## src/rtl/cmd_frame_parser.sv

```systemverilog
// Command-frame parser: routes I2C-slave bytes to the SPI-master or I2C-master FIFO.
// Optional status-read command 0x03 is enabled by defining CMD_STATUS_EN.
module cmd_frame_parser #(
  parameter logic [6:0]  DEF_I2C_ADDR = 7'h50,
  parameter int unsigned MAX_LEN      = 16
) (
  input  logic       clk,
  input  logic       rst,
  input  logic [7:0] rx_data,
  input  logic       rx_valid,
  input  logic       frame_end,
  output logic [7:0] spi_data,
  output logic       spi_valid,
  input  logic       spi_ready,
  output logic [7:0] i2c_data,
  output logic [6:0] i2c_addr,
  output logic       i2c_valid,
  input  logic       i2c_ready,
  output logic [7:0] status,
  output logic [7:0] stat_tx_data,
  output logic       stat_tx_valid,
  input  logic       clr_err
);

  localparam logic [2:0] ST_IDLE     = 3'd0;
  localparam logic [2:0] ST_GET_ADDR = 3'd1;
  localparam logic [2:0] ST_FWD_SPI  = 3'd2;
  localparam logic [2:0] ST_FWD_I2C  = 3'd3;
  localparam logic [2:0] ST_DISCARD  = 3'd4;

  localparam logic [7:0] CMD_SPI   = 8'h01;
  localparam logic [7:0] CMD_I2C   = 8'h02;
  localparam logic [4:0] MAX_LEN_C = 5'(MAX_LEN);
  localparam logic [4:0] CNT_SAT   = 5'd31;

  logic [2:0] state_r;
  logic [2:0] state_b_s;
  logic [2:0] state_s;
  logic [4:0] cnt_r;
  logic [4:0] cnt_b_s;
  logic [4:0] cnt_s;
  logic [4:0] last_cnt_r;
  logic [4:0] last_cnt_s;
  logic [6:0] tgt_addr_r;
  logic [6:0] tgt_addr_s;
  logic       err_ovf_r;
  logic       err_cmd_r;
  logic       err_len_r;
  logic       err_ovf_s;
  logic       err_cmd_s;
  logic       err_len_s;
  logic       set_ovf_s;
  logic       set_cmd_s;
  logic       set_len_s;
  logic       clr_s;
  logic       stat_cmd_s;
  logic       stat_rd_s;
  logic       spi_load_s;
  logic       i2c_load_s;
  logic       spi_free_s;
  logic       i2c_free_s;
  logic       in_spi_s;
  logic       path_free_s;
  logic [7:0] status_s;
  logic [7:0] spi_data_r;
  logic       spi_valid_r;
  logic [7:0] i2c_data_r;
  logic [6:0] i2c_addr_r;
  logic       i2c_valid_r;

`ifdef CMD_STATUS_EN
  localparam logic [7:0] CMD_STAT = 8'h03;
  assign stat_cmd_s = (rx_data == CMD_STAT);
`else
  assign stat_cmd_s = 1'b0;
`endif

  // An entry may be loaded when the holding register is empty or hands off this cycle.
  assign spi_free_s  = !spi_valid_r || spi_ready;
  assign i2c_free_s  = !i2c_valid_r || i2c_ready;
  assign in_spi_s    = (state_r == ST_FWD_SPI);
  assign path_free_s = in_spi_s ? spi_free_s : i2c_free_s;
  assign status_s    = {err_ovf_r, err_cmd_r, err_len_r, last_cnt_r};

  // Byte-processing stage: decode commands/addresses and accept or reject payload.
  always_comb begin
    state_b_s  = state_r;
    cnt_b_s    = cnt_r;
    tgt_addr_s = tgt_addr_r;
    spi_load_s = 1'b0;
    i2c_load_s = 1'b0;
    set_ovf_s  = 1'b0;
    set_cmd_s  = 1'b0;
    set_len_s  = 1'b0;
    stat_rd_s  = 1'b0;
    if (rx_valid) begin
      case (state_r)
        ST_IDLE: begin
          if (rx_data == CMD_SPI) begin
            state_b_s = ST_FWD_SPI;
          end else if (rx_data == CMD_I2C) begin
            state_b_s = ST_GET_ADDR;
          end else if (stat_cmd_s) begin
            stat_rd_s = 1'b1;
            state_b_s = ST_DISCARD;
          end else begin
            set_cmd_s = 1'b1;
            state_b_s = ST_DISCARD;
          end
        end
        ST_GET_ADDR: begin
          tgt_addr_s = (rx_data[6:0] == 7'h00) ? DEF_I2C_ADDR : rx_data[6:0];
          state_b_s  = ST_FWD_I2C;
        end
        ST_FWD_SPI, ST_FWD_I2C: begin
          if (cnt_r >= MAX_LEN_C) begin
            set_len_s = 1'b1;
            state_b_s = ST_DISCARD;
          end else if (!path_free_s) begin
            set_ovf_s = 1'b1;
          end else begin
            spi_load_s = in_spi_s;
            i2c_load_s = !in_spi_s;
            cnt_b_s    = (cnt_r == CNT_SAT) ? cnt_r : cnt_r + 5'd1;
          end
        end
        ST_DISCARD: begin
          state_b_s = ST_DISCARD;
        end
        default: begin
          state_b_s = ST_IDLE;
        end
      endcase
    end else begin
      state_b_s = state_r;
    end
  end

  // frame_end is applied after the byte, so a coincident byte is still counted.
  assign state_s    = frame_end ? ST_IDLE : state_b_s;
  assign cnt_s      = frame_end ? 5'd0 : cnt_b_s;
  assign last_cnt_s = frame_end ? cnt_b_s : last_cnt_r;

  // A set event wins over a clear in the same cycle.
  assign clr_s     = clr_err || stat_rd_s;
  assign err_ovf_s = set_ovf_s ? 1'b1 : (clr_s ? 1'b0 : err_ovf_r);
  assign err_cmd_s = set_cmd_s ? 1'b1 : (clr_s ? 1'b0 : err_cmd_r);
  assign err_len_s = set_len_s ? 1'b1 : (clr_s ? 1'b0 : err_len_r);

  // Frame control state, counters and sticky error flags.
  always_ff @(posedge clk) begin
    if (rst) begin
      state_r    <= ST_IDLE;
      cnt_r      <= 5'd0;
      last_cnt_r <= 5'd0;
      tgt_addr_r <= 7'd0;
      err_ovf_r  <= 1'b0;
      err_cmd_r  <= 1'b0;
      err_len_r  <= 1'b0;
    end else begin
      state_r    <= state_s;
      cnt_r      <= cnt_s;
      last_cnt_r <= last_cnt_s;
      tgt_addr_r <= tgt_addr_s;
      err_ovf_r  <= err_ovf_s;
      err_cmd_r  <= err_cmd_s;
      err_len_r  <= err_len_s;
    end
  end

  // One-entry SPI output register; a pending entry survives frame_end.
  always_ff @(posedge clk) begin
    if (rst) begin
      spi_data_r  <= 8'h00;
      spi_valid_r <= 1'b0;
    end else if (spi_load_s) begin
      spi_data_r  <= rx_data;
      spi_valid_r <= 1'b1;
    end else if (spi_valid_r && spi_ready) begin
      spi_valid_r <= 1'b0;
    end else begin
      spi_valid_r <= spi_valid_r;
    end
  end

  // One-entry I2C output register; address travels with the data so it stays stable.
  always_ff @(posedge clk) begin
    if (rst) begin
      i2c_data_r  <= 8'h00;
      i2c_addr_r  <= 7'h00;
      i2c_valid_r <= 1'b0;
    end else if (i2c_load_s) begin
      i2c_data_r  <= rx_data;
      i2c_addr_r  <= tgt_addr_r;
      i2c_valid_r <= 1'b1;
    end else if (i2c_valid_r && i2c_ready) begin
      i2c_valid_r <= 1'b0;
    end else begin
      i2c_valid_r <= i2c_valid_r;
    end
  end

`ifdef CMD_STATUS_EN
  logic [7:0] stat_data_r;
  logic       stat_valid_r;

  // Status reply: snapshot of status before the read clears the errors.
  always_ff @(posedge clk) begin
    if (rst) begin
      stat_data_r  <= 8'h00;
      stat_valid_r <= 1'b0;
    end else if (stat_rd_s) begin
      stat_data_r  <= status_s;
      stat_valid_r <= 1'b1;
    end else begin
      stat_valid_r <= 1'b0;
    end
  end

  assign stat_tx_data  = stat_data_r;
  assign stat_tx_valid = stat_valid_r;
`else
  assign stat_tx_data  = 8'h00;
  assign stat_tx_valid = 1'b0;
`endif

  assign spi_data  = spi_data_r;
  assign spi_valid = spi_valid_r;
  assign i2c_data  = i2c_data_r;
  assign i2c_addr  = i2c_addr_r;
  assign i2c_valid = i2c_valid_r;
  assign status    = status_s;

endmodule

```

## config.mk

```make
export PLATFORM = sky130hd
export DESIGN_NAME = cmd_frame_parser
export DESIGN_NICKNAME = d
export VERILOG_FILES = /design/src/rtl/cmd_frame_parser.sv
export SDC_FILE = /design/constraint.sdc
export NUM_CORES = 1
export LEC_CHECK = 0
export CORE_MARGIN = 4
export CORE_UTILIZATION = 51
export DETAILED_ROUTE_END_ITERATION = 12
export PLACE_DENSITY = 0.9
export SYNTH_ARGS = -nofsm -noshare
export SYNTH_HDL_FRONTEND = slang
export SYNTH_SLANG_ARGS = --single-unit
```

## constraint.sdc

```tcl
create_clock -name clk -period 3.3 [get_ports clk]
set_input_delay 0.66 -clock clk [delete_from_list [all_inputs] [get_ports clk]]
set_output_delay 0.66 -clock clk [all_outputs]
set_load 0.005 [all_outputs]
```

Yosys cells after proc, flatten, opt, wreduce, memory -nomap -nowiden:

Index checks and enable logic that the tools add are counted.

* register bits: 48
* bits of input ports: 15
* output and inout bits: 42
* word-level logic and storage cells: 78

* add/subtract/negate cells: 1
* $lt $le $gt $ge: 1
* equality and inequality tests: 8
* muxes and demuxes: 38
* reduce and logical (&&, ||, !) cells: 18

Operators with widths (number)
* two-way mux 1 bit: 28
* two-way mux 5 bit: 5
* one-hot mux 3 bit (4 select lines): 1
* nonzero test 2 bit: 5
* two-way mux 3 bit: 3
* equality test 8 x 1 -> 1 bit, second input constant: 1
* equality test 8 x 2 -> 1 bit, second input constant: 1
* zero test 7 bit: 1
* two-way mux 7 bit: 1
* equality test 3 x 2 -> 1 bit, second input constant: 2
* adder 5 x 1 -> 5 bit, second input constant: 1
* equality test 5 bit, second input constant: 1
* >= comparator 5 bit, second input constant: 1
* AND reduction 2 bit: 2
* OR reduction 2 bit: 2
* equality test 3 x 1 -> 1 bit, second input constant: 1
* equality test 3 bit, second input constant: 1
* zero test 1 bit: 3
* zero test 3 bit: 1
* logical AND 1 bit: 2
* logical OR 1 bit: 2
* != test 2 bit, second input constant: 1

Depth between registers and ports, before layout:

* depth after elaboration: 8
* mapped depth: 6
* gate-level depth less buffers: 4

Least setup slack after synthesis:

OpenSTA, ideal clock, no wires.

* kind: input port to flip-flop
* start point: in rst
* end point: reg state_r[2]
* library setup time: 75 ps
* arrival: 1870 ps
* data required time: 3225 ps
* slack: 1355 ps
* stages: 5
* path buffers: 2
* path through: clkbuf_1 or2_0 clkbuf_1 or4b_2 o22ai_1

* longest elaborated chain between the ends: 1

RTL lines
* start, declared: line 8 `input logic rst,`
* OR reduction 2 bit (no line)
* end signal, assigned: line 161 `state_r <= state_s;`
* end, declared: line 36 `logic [2:0] state_r;`

No other way between the ends.
A chain may end at the register's enable or synchronous reset.

Final worst setup path:

* start point: in rx_valid
* end point: reg tgt_addr_r[6]

* longest elaborated chain between the ends: 1

RTL lines
* start, declared: line 10 `input logic rx_valid,`
* AND reduction 2 bit (no line)
* end signal, assigned: line 164 `tgt_addr_r <= tgt_addr_s;`
* end, declared: line 44 `logic [6:0] tgt_addr_r;`

No other way between the ends.

==> metrics <==
ant diodes 0; # Post-CTS Setup Buffers 0; H-tree levels 2; Tot Pwr 1.00 mW; WP data required approximately 3.5 ns; Final Skew about 0.0052 ns; CP arrival 2.46 ns; multi-input logic area 928 um2; number of gates resized after CTS 0; TritonRoute pass-1 iters 4; Layout fillers 324; prevailing post-synth register cell dfxtp_1; HP Class reg -> reg; Sw Pwr 0.220 mW; Worst VDD drop around 270 uV; R2R Path Start state_r[1]$_SDFFE_PP0P_; TritonCTS clock tree yes; fraction of registers with async set/reset 0%; cell area after layout 2550 um2; first-pass GRT wire length 7.67 mm; # hold bufs at CTS 0; Clk network pwr share about a third; Comb pwr share between 6 and 7%; post-DR vias/cell 5.25; Reg area 961 um2; PD cells 395 nW/um2; starting density of the core 54.2%; hold violation total from the final report 0; CORE AREA ~3700 um2; Hold Startpoint tgt_addr_r[0]$_SDFFE_PP0P_; Sw Share 21.9%; die area 5050 um2; #FFs+latches synth between 40 and 50; estimated wirelength of the detail-placed design around 3.2 mm; Tot GR Track Use 19.2%; die height 71.1 um; synth warn 0; max_slew headroom 58.9%; Crit Path Class in -> reg; Peak Freq 0.437 GHz; initial antenna violation count 0; largest net degree at the start of global routing 43; Distinct cells, synth 42; placed cell areas 2460 um2; Bufs on Longest Clock Path 2; Starting DRT DRC Count 95; Die W 71.1 um; CP endpoint kind flip-flop; layout cells sized above 1 ~5.4%; leakage 0.939 nW; # nets final approximately 270; CTS clk-pin slew, worst paths about 0.080 ns; R2R Setup Slk 1.36 ns; crit path max fanout 9; RSZ-0062 raised after global routing no; drt total wl 4.57 mm; Mapped Area between 2000 and 2500 um2; minimum clock period after layout approximately 2.3 ns; RR Endpoint spi_data[0]$_SDFFE_PP0P_; io pins 57; Area growth, synth to finish 25.6%; status completed; syn_area_per_cell 9.35 um2; crit path from rx_valid; type of element launching the critical path primary input; Final ANT Viol Nets 0; clk root buf clkbuf_8; GP Congestion slightly below 0.8; Core Rows 22; vias in the first global route roughly 1700; Slew @ Worst Pin 0.614 ns; Layout Cells excl Fill 306; Final Max Tran Viols 0; Max Cap Viol 0; Final setup viols 0; dpl cells between 200 and 300; Mapped Cells 217; Internal Power 0.785 mW; post-synthesis sequential area ratio between 40% and 50%; DR WL/cell around 15 um; Post-synth EDFFs 0; total vias in the final route 1605; TritonCTS Buffers 5; I/O Buffers 47; clock sinks 48; DRC 0; GR Overflow Total 0; worst reg2reg path depth 4; Hold Path Sink tgt_addr_r[0]$_SDFFE_PP0P_; post-route clock period utilization a little over two thirds; Clk Latency, worst-skew pair about 0.3 ns; Worst Hold Depth 2; sequential share of power 58.4%; setup TNS 0 ns
==> worst max-delay path: stages <==
cell and delay [ns]:
clkdlybuf4s50_1 0.59, nor3b_1 0.47, and2_1 0.43, o31a_1 0.23
a211oi_1 0.08
==> kinds of logic after synthesis <==
| logic type | synth area share (%) |
|---|---|
| simple gates | 19.6 |
| flops | 47.4 |
| mux | 12.3 |
| compound gates | 9.69 |
| buf+inv | 8.33 |
| xor+xnor | 1.30 |
| fa+ha+maj | 1.23 |
| other cells | 0.185 |
==> power groups by stage <==
stage | logic (mW) | registers [mW] | clock network [mW]
2_1_floorplan | 0.0367 | 0.600 | 0
3_3_place_gp | 0.0619 | 0.600 | 0
5_1_grt | 0.0693 | 0.588 | 0.384
6_report | 0.0632 | 0.587 | 0.355
3_5_place_dp | 0.0625 | 0.600 | 0
4_1_cts | 0.0629 | 0.587 | 0.361
==> sequential cells by signal (all words and copies together), names as in the netlist <==
register,cells
spi_valid,1
last_cnt_r,5
err_ovf_r,1
tgt_addr_r,7
err_len_r,1
i2c_addr,7
i2c_data,8
spi_data,8
state_r,3
i2c_valid,1
cnt_r,5
err_cmd_r,1
==> cell usage in the layout, fill, tap and decap left out, types with 2 or more instances in the layout <==
| cell type | count |
|---|---|
| clkbuf_8 | 6 |
| xnor2_1 | 2 |
| nand3b_1 | 3 |
| ha_1 | 2 |
| nor2_1 | 40 |
| conb_1 | 9 |
| inv_1 | 6 |
| or3_1 | 2 |
| o21ai_0 | 3 |
| dfxtp_1 | 48 |
| a211oi_1 | 6 |
| clkbuf_1 | 2 |
| clkdlybuf4s50_1 | 47 |
| nor2b_1 | 3 |
| mux2i_1 | 25 |
| buf_4 | 2 |
| nand2b_1 | 4 |
| nand3_1 | 2 |
| nor4_1 | 2 |
| nand2_1 | 13 |
| a21oi_1 | 10 |
==> layout make-up <==
class | instances | share of cell area [%]
Sequential cell | 48 | 37.7
Clock buffer | 8 | 3.54
Tap cell | 48 | 2.36
Inverter | 6 | 0.884
Timing Repair Buffer | 49 | 19.1
Multi-Input combinational cell | 147 | 36.4
==> Yosys cell counts (3+ instances only) <==
library cell,instances,area (um2)
dfxtp_1,48,961
nor2_1,40,150
mux2i_1,25,250
nand2_1,13,48.8
buf_4,12,90.1
a21oi_1,10,50.1
clkbuf_1,8,30.0
a211oi_1,6,45.0
inv_1,6,22.5
nand2b_1,4,25.0
buf_2,3,15.0
nand3b_1,3,22.5
nor2b_1,3,18.8
o21ai_0,3,15.0
==> metal layers <==
layer	vias to the layer above	track usage, %	wire [um]
li1	798	-	-
met3	5	7.39	366
met2	51	33.2	2260
met4	0	5.85	65
met1	751	21.8	1880
met5	-	0	0
==> worst max-delay path by stage <==
stage | endpoint | slack (ns) | cells past startpoint
floorplan | state_r[2]$_SDFFE_PP0P_ | 1.36 | 5
CTS | tgt_addr_r[6]$_SDFFE_PP0P_ | 1.04 | 5
detailed placement | state_r[2]$_SDFFE_PP0P_ | 0.74 | 4
finish | tgt_addr_r[6]$_SDFFE_PP0P_ | 1.01 | 5
global route | tgt_addr_r[4]$_SDFFE_PP0P_ | 0.84 | 5
global placement | state_r[2]$_SDFFE_PP0P_ | 0.80 | 4
==> metrics by stage <==
step | utilization (%) | setup slack (ns) | hold WS [ns]
after floorplan | - | 1.36 | 0.436
after CTS | 68.0 | 1.04 | 0.476
after global routing | 68.0 | 0.844 | 0.500
after detailed placement | 65.6 | 0.735 | 0.453
final | 68.0 | 1.01 | 0.477
after global placement | 65.6 | 0.795 | 0.444
Power figures use the tool's default switching activity.
